**config.mk**
```make
export PLATFORM = sky130hd
export DESIGN_NAME = ieee_adder_rr_arbiter_flat
export DESIGN_NICKNAME = d
export VERILOG_FILES = /design/src/rtl/ieee_adder_rr_arbiter_if.sv /design/src/rtl/ieee_adder_rr_arbiter.sv /design/src/flat_wrapper.sv
export SDC_FILE = /design/constraint.sdc
export NUM_CORES = 1
export LEC_CHECK = 0
export CAP_MARGIN = 10
export CORE_AREA = 3 3 197 199
export DETAILED_ROUTE_END_ITERATION = 6
export DIE_AREA = 0 0 200 202
export MAX_ROUTING_LAYER = met4
export PLACE_DENSITY = 0.59
export SLEW_MARGIN = 5
export SYNTH_ARGS = -nofsm -noshare
export SYNTH_HDL_FRONTEND = slang
export SYNTH_SLANG_ARGS = --single-unit
```
**constraint.sdc**
```tcl
create_clock -name clk -period 1.6 [get_ports clk]
set_input_delay 0.32 -clock clk [delete_from_list [all_inputs] [get_ports clk]]
set_output_delay 0.32 -clock clk [all_outputs]
set_load 0.05 [all_outputs]
```
**src/rtl/ieee_adder_rr_arbiter_if.sv**
```systemverilog
// Request/response bundle between the FPU clients and the shared-adder arbiter.
// Slice i of each vector belongs to requester i.
interface ieee_adder_rr_arbiter_if #(
    parameter int NUM_REQ = 4,
    parameter int WIDTH   = 32
);
    logic [NUM_REQ-1:0]       req_valid;
    logic [NUM_REQ-1:0]       req_ready;
    logic [NUM_REQ*WIDTH-1:0] req_a;
    logic [NUM_REQ*WIDTH-1:0] req_b;
    logic [NUM_REQ-1:0]       req_sub;
    logic [NUM_REQ-1:0]       resp_valid;
    logic [NUM_REQ-1:0]       resp_ready;
    logic [NUM_REQ*WIDTH-1:0] resp_data;

    modport master (
        output req_valid, req_a, req_b, req_sub, resp_ready,
        input  req_ready, resp_valid, resp_data
    );

    modport slave (
        input  req_valid, req_a, req_b, req_sub, resp_ready,
        output req_ready, resp_valid, resp_data
    );
endinterface

```
**src/rtl/ieee_adder_rr_arbiter.sv**
```systemverilog
// Round-robin sharing of one combinational IEEE-754 add/sub unit between NUM_REQ
// requesters; one operand stage, per-requester response registers.
module ieee_adder_rr_arbiter #(
    parameter int NUM_REQ = 4,
    parameter int WIDTH   = 32,
    parameter int IDX_W   = 2
) (
    input  logic                   clk,
    input  logic                   reset,
    ieee_adder_rr_arbiter_if.slave req_if,
    output logic [WIDTH-1:0]       add_a,
    output logic [WIDTH-1:0]       add_b,
    output logic                   add_sub,
    input  logic [WIDTH-1:0]       add_result,
    output logic [NUM_REQ-1:0]     busy
);
    localparam int unsigned NREQ_U = NUM_REQ;

    logic [NUM_REQ-1:0][WIDTH-1:0] a_v, b_v;
    logic [NUM_REQ-1:0][WIDTH-1:0] resp_data_q, resp_data_d;
    logic [NUM_REQ-1:0]            eligible, grant, resp_hs;
    logic [NUM_REQ-1:0]            busy_q, busy_d, resp_valid_q, resp_valid_d;
    logic [IDX_W-1:0]              ptr_q, ptr_d, s_tag_q, gnt_idx, cand;
    logic                          s_v_q, gnt_found, accept;
    logic [WIDTH-1:0]              add_a_q, add_b_q;
    logic                          add_sub_q;

    assign a_v = req_if.req_a;
    assign b_v = req_if.req_b;

    // First eligible requester at or after ptr, wrapping modulo NUM_REQ.
    always_comb begin
        eligible  = req_if.req_valid & ~busy_q;
        gnt_found = 1'b0;
        gnt_idx   = '0;
        cand      = '0;
        for (int unsigned k = 0; k < NREQ_U; k++) begin
            cand = IDX_W'((32'(ptr_q) + k) % NREQ_U);
            if (!gnt_found && eligible[cand]) begin
                gnt_found = 1'b1;
                gnt_idx   = cand;
            end
        end
        accept = gnt_found && !reset;
        grant  = '0;
        if (accept) grant[gnt_idx] = 1'b1;
        ptr_d = accept ? IDX_W'((32'(gnt_idx) + 32'd1) % NREQ_U) : ptr_q;
    end

    always_comb begin
        resp_hs      = resp_valid_q & req_if.resp_ready;
        busy_d       = busy_q & ~resp_hs;
        resp_valid_d = resp_valid_q & ~resp_hs;
        resp_data_d  = resp_data_q;
        if (accept) busy_d[gnt_idx] = 1'b1;
        // The stage tag always points at a busy, non-valid slot, so no collision.
        if (s_v_q) begin
            resp_valid_d[s_tag_q] = 1'b1;
            resp_data_d[s_tag_q]  = add_result;
        end
    end

    always_ff @(posedge clk) begin
        if (reset) begin
            ptr_q        <= '0;
            s_v_q        <= 1'b0;
            s_tag_q      <= '0;
            add_a_q      <= '0;
            add_b_q      <= '0;
            add_sub_q    <= 1'b0;
            busy_q       <= '0;
            resp_valid_q <= '0;
            resp_data_q  <= '0;
        end else begin
            ptr_q        <= ptr_d;
            s_v_q        <= accept;
            busy_q       <= busy_d;
            resp_valid_q <= resp_valid_d;
            resp_data_q  <= resp_data_d;
            if (accept) begin
                s_tag_q   <= gnt_idx;
                add_a_q   <= a_v[gnt_idx];
                add_b_q   <= b_v[gnt_idx];
                add_sub_q <= req_if.req_sub[gnt_idx];
            end
        end
    end

    assign req_if.req_ready  = grant;
    assign req_if.resp_valid = resp_valid_q;
    assign req_if.resp_data  = resp_data_q;
    assign add_a             = add_a_q;
    assign add_b             = add_b_q;
    assign add_sub           = add_sub_q;
    assign busy              = busy_q;
endmodule

```
**src/flat_wrapper.sv**
```systemverilog
// flat-port wrapper written by rule: the top's interface ports become plain ports
module ieee_adder_rr_arbiter_flat 
#(
    parameter int NUM_REQ = 4,
    parameter int WIDTH   = 32,
    parameter int IDX_W   = 2
)
  (clk, reset, add_a, add_b, add_sub, add_result, busy, req_if_req_valid, req_if_req_a, req_if_req_b, req_if_req_sub, req_if_resp_ready, req_if_req_ready, req_if_resp_valid, req_if_resp_data);
  ieee_adder_rr_arbiter_if #(.NUM_REQ(NUM_REQ), .WIDTH(WIDTH)) req_if_i ();
  input  logic clk;
  input  logic reset;
  output logic [WIDTH-1:0] add_a;
  output logic [WIDTH-1:0] add_b;
  output logic add_sub;
  input  logic [WIDTH-1:0] add_result;
  output logic [NUM_REQ-1:0] busy;
  input wire logic [$bits(req_if_i.req_valid)-1:0] req_if_req_valid;
  input wire logic [$bits(req_if_i.req_a)-1:0] req_if_req_a;
  input wire logic [$bits(req_if_i.req_b)-1:0] req_if_req_b;
  input wire logic [$bits(req_if_i.req_sub)-1:0] req_if_req_sub;
  input wire logic [$bits(req_if_i.resp_ready)-1:0] req_if_resp_ready;
  output wire logic [$bits(req_if_i.req_ready)-1:0] req_if_req_ready;
  output wire logic [$bits(req_if_i.resp_valid)-1:0] req_if_resp_valid;
  output wire logic [$bits(req_if_i.resp_data)-1:0] req_if_resp_data;
  assign req_if_i.req_valid = req_if_req_valid;
  assign req_if_i.req_a = req_if_req_a;
  assign req_if_i.req_b = req_if_req_b;
  assign req_if_i.req_sub = req_if_req_sub;
  assign req_if_i.resp_ready = req_if_resp_ready;
  assign req_if_req_ready = req_if_i.req_ready;
  assign req_if_resp_valid = req_if_i.resp_valid;
  assign req_if_resp_data = req_if_i.resp_data;
  ieee_adder_rr_arbiter #(.NUM_REQ(NUM_REQ), .WIDTH(WIDTH), .IDX_W(IDX_W)) u_core (.clk(clk), .reset(reset), .req_if(req_if_i), .add_a(add_a), .add_b(add_b), .add_sub(add_sub), .add_result(add_result), .busy(busy));
endmodule
```
==> impl_metrics.toml <==
[global_routing]
gr-total-overflow = 0
track_usage_pct = 20.1
grt_pass1_vias = 10100
grt_pass1_wl_mm = 61.1
grt_max_degree = 129
antenna_found_initial = 11

[die]
ios = 507
initial_core_util_pct = 23.4
die_x_um = 200
rows = 71
core_um2 = 37400
dieArea_um2 = 40400
die_h_um = 202

[yosys]
synth_mux_area_share_pct = 7.43
synthTopCellsByArea = "dfxtp_1 47%, nand2_1 14%, a21oi_1 7.8%"
synthArstFlopShare_pct = 0
synth_xor_area_share_pct = 0
synth.ff_latch_count = 206
syn-num-nets = 1382
yosysSeqAreaShare_pct = 47.1
synthSimpleGateAreaFrac_pct = 24.1
synth_compound_area_share_pct = 15.6
syn_area_um2 = 8750
yosys.cell_count.top_type = "nand2_1"
synth-adder-area-share_pct = 0
synth.top_cell.area_share_pct = 47.1
ys_warn_count = 0
yosys.area.top_type = "dfxtp_1"
synth_top_family_by_area = "simple AND/OR/NAND/NOR gates"
synth_cells = 1080
synth_edf_count = 0
synth_flop_cell = "dfxtp_1"
synth_cell_type_count = 38
syn_area_per_cell_um2 = 8.11
synth_commonest_cells = "334 x nand2_1, 206 x dfxtp_1, 137 x a21oi_1, 132 x nand3_1"

[placement]
dp.cells = 2078
routabilityCongestion = 0.918
dp_hpwl_mm = 31.7
port_buffers = 506

[hold_path]
hp-class = "in -> reg"
whs_path_depth = 2
min_to = "u_core.ptr_q[0]"
hold_path_startpoint = "reset"

[timing]
hold_violations = 0
fin_ws_ps = -698
max_freq_mhz = 435
rsz0062_at_grt = "true"
relSlewSlack_pct = 60.9
tightest_slew_ps = 586
finalSetupViolations = 71
min_period_ps = 2300
finalCritPeriodShare_pct = 144
skew_ps = 7.06
finalMaxSlewViolations = 0
finalSetupTns_ps = -23100

[route]
first_pass_iters = 5
avgViaCountPerCell = 4.69
drc = 0
totalWireLength_mm = 43.7
wl_per_cell_um = 20.2
drt_iter0_drc = 458
ant_nets = 0
num_vias = 10200

[cts]
clk_latency_ps = 540
cts_tree = "done"
numCtsBuffers = 26
htree_levels = 1
clock_sinks = 206
cts_root_buf = "clkbuf_16"
clkSlewWorstSetupHoldPaths_ps = 60
cts_buffer_depth = 3

[layout]
n_fill_cell = 3609
synthToLayoutAreaGrowth_pct = 89.0
multiInputGateArea_um2 = 4400
num-nets-final = 1932
seqCellArea_um2 = 4140
drive_above_1_share_pct = 25.0
fin_cells = 2170

[critical_path]
arrival_ps = 1980
crit_path_end_kind = "output pin"
crit_type = "reg -> out"
ff2ff_path_depth = 9
crit_path_start_kind = "flip-flop"
timing.rr.start = "u_core.busy[1]"
cp_max_fo = 5
r2r-end = "u_core.add_b[15]"
regToRegSetupSlack_ps = -380
cp.required_ps = 1280

[power_and_ir_drop]
totalPowerFinal_mw = 24.3
power.leakage_nw = 6.54
power.density_nw_per_um2 = 1470
seqPwrFrac_pct = 27.2
switching_power_mw = 9.43
p_int_mw = 14.9
clkPwrFrac_pct = 25.3
ir_drop_mv = 0.768
power_switching_share_pct = 38.8
p_comb_share_pct = 47.4

[job]
maxCapViolCount = 0

[run_status]
status = "finished, violations left"
violations = "negative setup slack"
area by class of cell:
cell class | count | share of cell area, %
Sequential cell | 206 | 25.0
Antenna cell | 11 | 0.166
Clock buffer | 39 | 4.91
Tap cell | 511 | 3.86
Multi-Input combinational cell | 775 | 26.6
Timing Repair Buffer | 618 | 38.8
Inverter | 3 | 0.0832
Clock inverter | 7 | 0.529
cell families (layout without fill, tap and decap cells):
family | after synthesis | after routing
other | 0 | 11
AO/OA/AOI/OAI | 216 | 216
multiplexers | 65 | 65
buffers and inverters | 99 | 667
AND/OR/NAND/NOR | 494 | 494
flip-flops | 206 | 206
power groups by stage:
stage | sequential [mW] | combinational, mW | clock [mW]
2_1_floorplan | 9.34 | 3.09 | 0
3_3_place_gp | 6.68 | 9.84 | 0
3_5_place_dp | 6.70 | 9.91 | 0
4_1_cts | 6.60 | 10.5 | 6.31
5_1_grt | 6.71 | 12.1 | 6.51
6_report | 6.62 | 11.5 | 6.15
cell usage in the layout, fill, tap and decap left out, types with 36 or more instances in the layout:
cell type        instances
dfxtp_1                200
nand3_1                129
buf_4                  233
nand2_1                333
buf_12                  55
a21oi_1                135
o2111ai_1               64
clkbuf_16               36
clkdlybuf4s50_1        300
mux2i_1                 52
worst max-delay path: stages, from the launching register on:
cell      delay (ps)
dfxtp_4          350
nor2b_4          170
a21o_1           240
o311a_4          250
o211ai_1          90
buf_4            170
inv_4             50
buf_12           120
worst max-delay path by stage:
stage	from	endpoint	slack [ps]	cells after the start
after detailed placement	req_if_req_valid[2]	u_core.add_b[20]	-740	8
after floorplan	u_core.busy[1]	req_if_req_ready[3]	-370	7
final	u_core.busy[1]	req_if_req_ready[1]	-700	7
after global routing	u_core.busy[1]	req_if_req_ready[1]	-780	7
after global placement	req_if_req_valid[2]	u_core.add_a[2]	-690	8
after CTS	u_core.ptr_q[0]	req_if_req_ready[0]	-710	6
registers in the layout, indices dropped and copies added (netlist names):
register	flops
u_core.s_v_q	1
u_core.add_b	32
u_core.s_tag_q	2
u_core.req_if.resp_valid	4
u_core.add_a	32
u_core.ptr_q	2
u_core.req_if.resp_data	128
u_core.add_sub	1
u_core.busy	4
metrics by stage:
step	hold slack [ps]	utilization, %	cell area [µm²]	worst slack, ps
detailed placement	447	39.7	14800	-736
global route	58.2	44.2	16500	-780
CTS	28.6	42.7	16000	-705
finish	74.3	44.2	16500	-698
global placement	442	39.7	14800	-690
floorplan	456	-	8880	-367
metal layers:
metal	track usage, %	vias up	wire, µm
met5	-	-	0
met4	8.33	0	1740
met3	6.12	83	3900
met2	34.5	392	21900
met1	21.4	4823	16200
li1	-	4888	-
what timing repair did:
action | 4_1_cts | 5_1_grt
gates cloned | 4 | 9
endpoints found under the setup margin | 70 | 72
hold buffers | 0 | 0
buffers inserted | 9 | 15
gates resized for setup | 10 | 55
pin swaps | 5 | 16
Power figures use the tool's default switching activity.
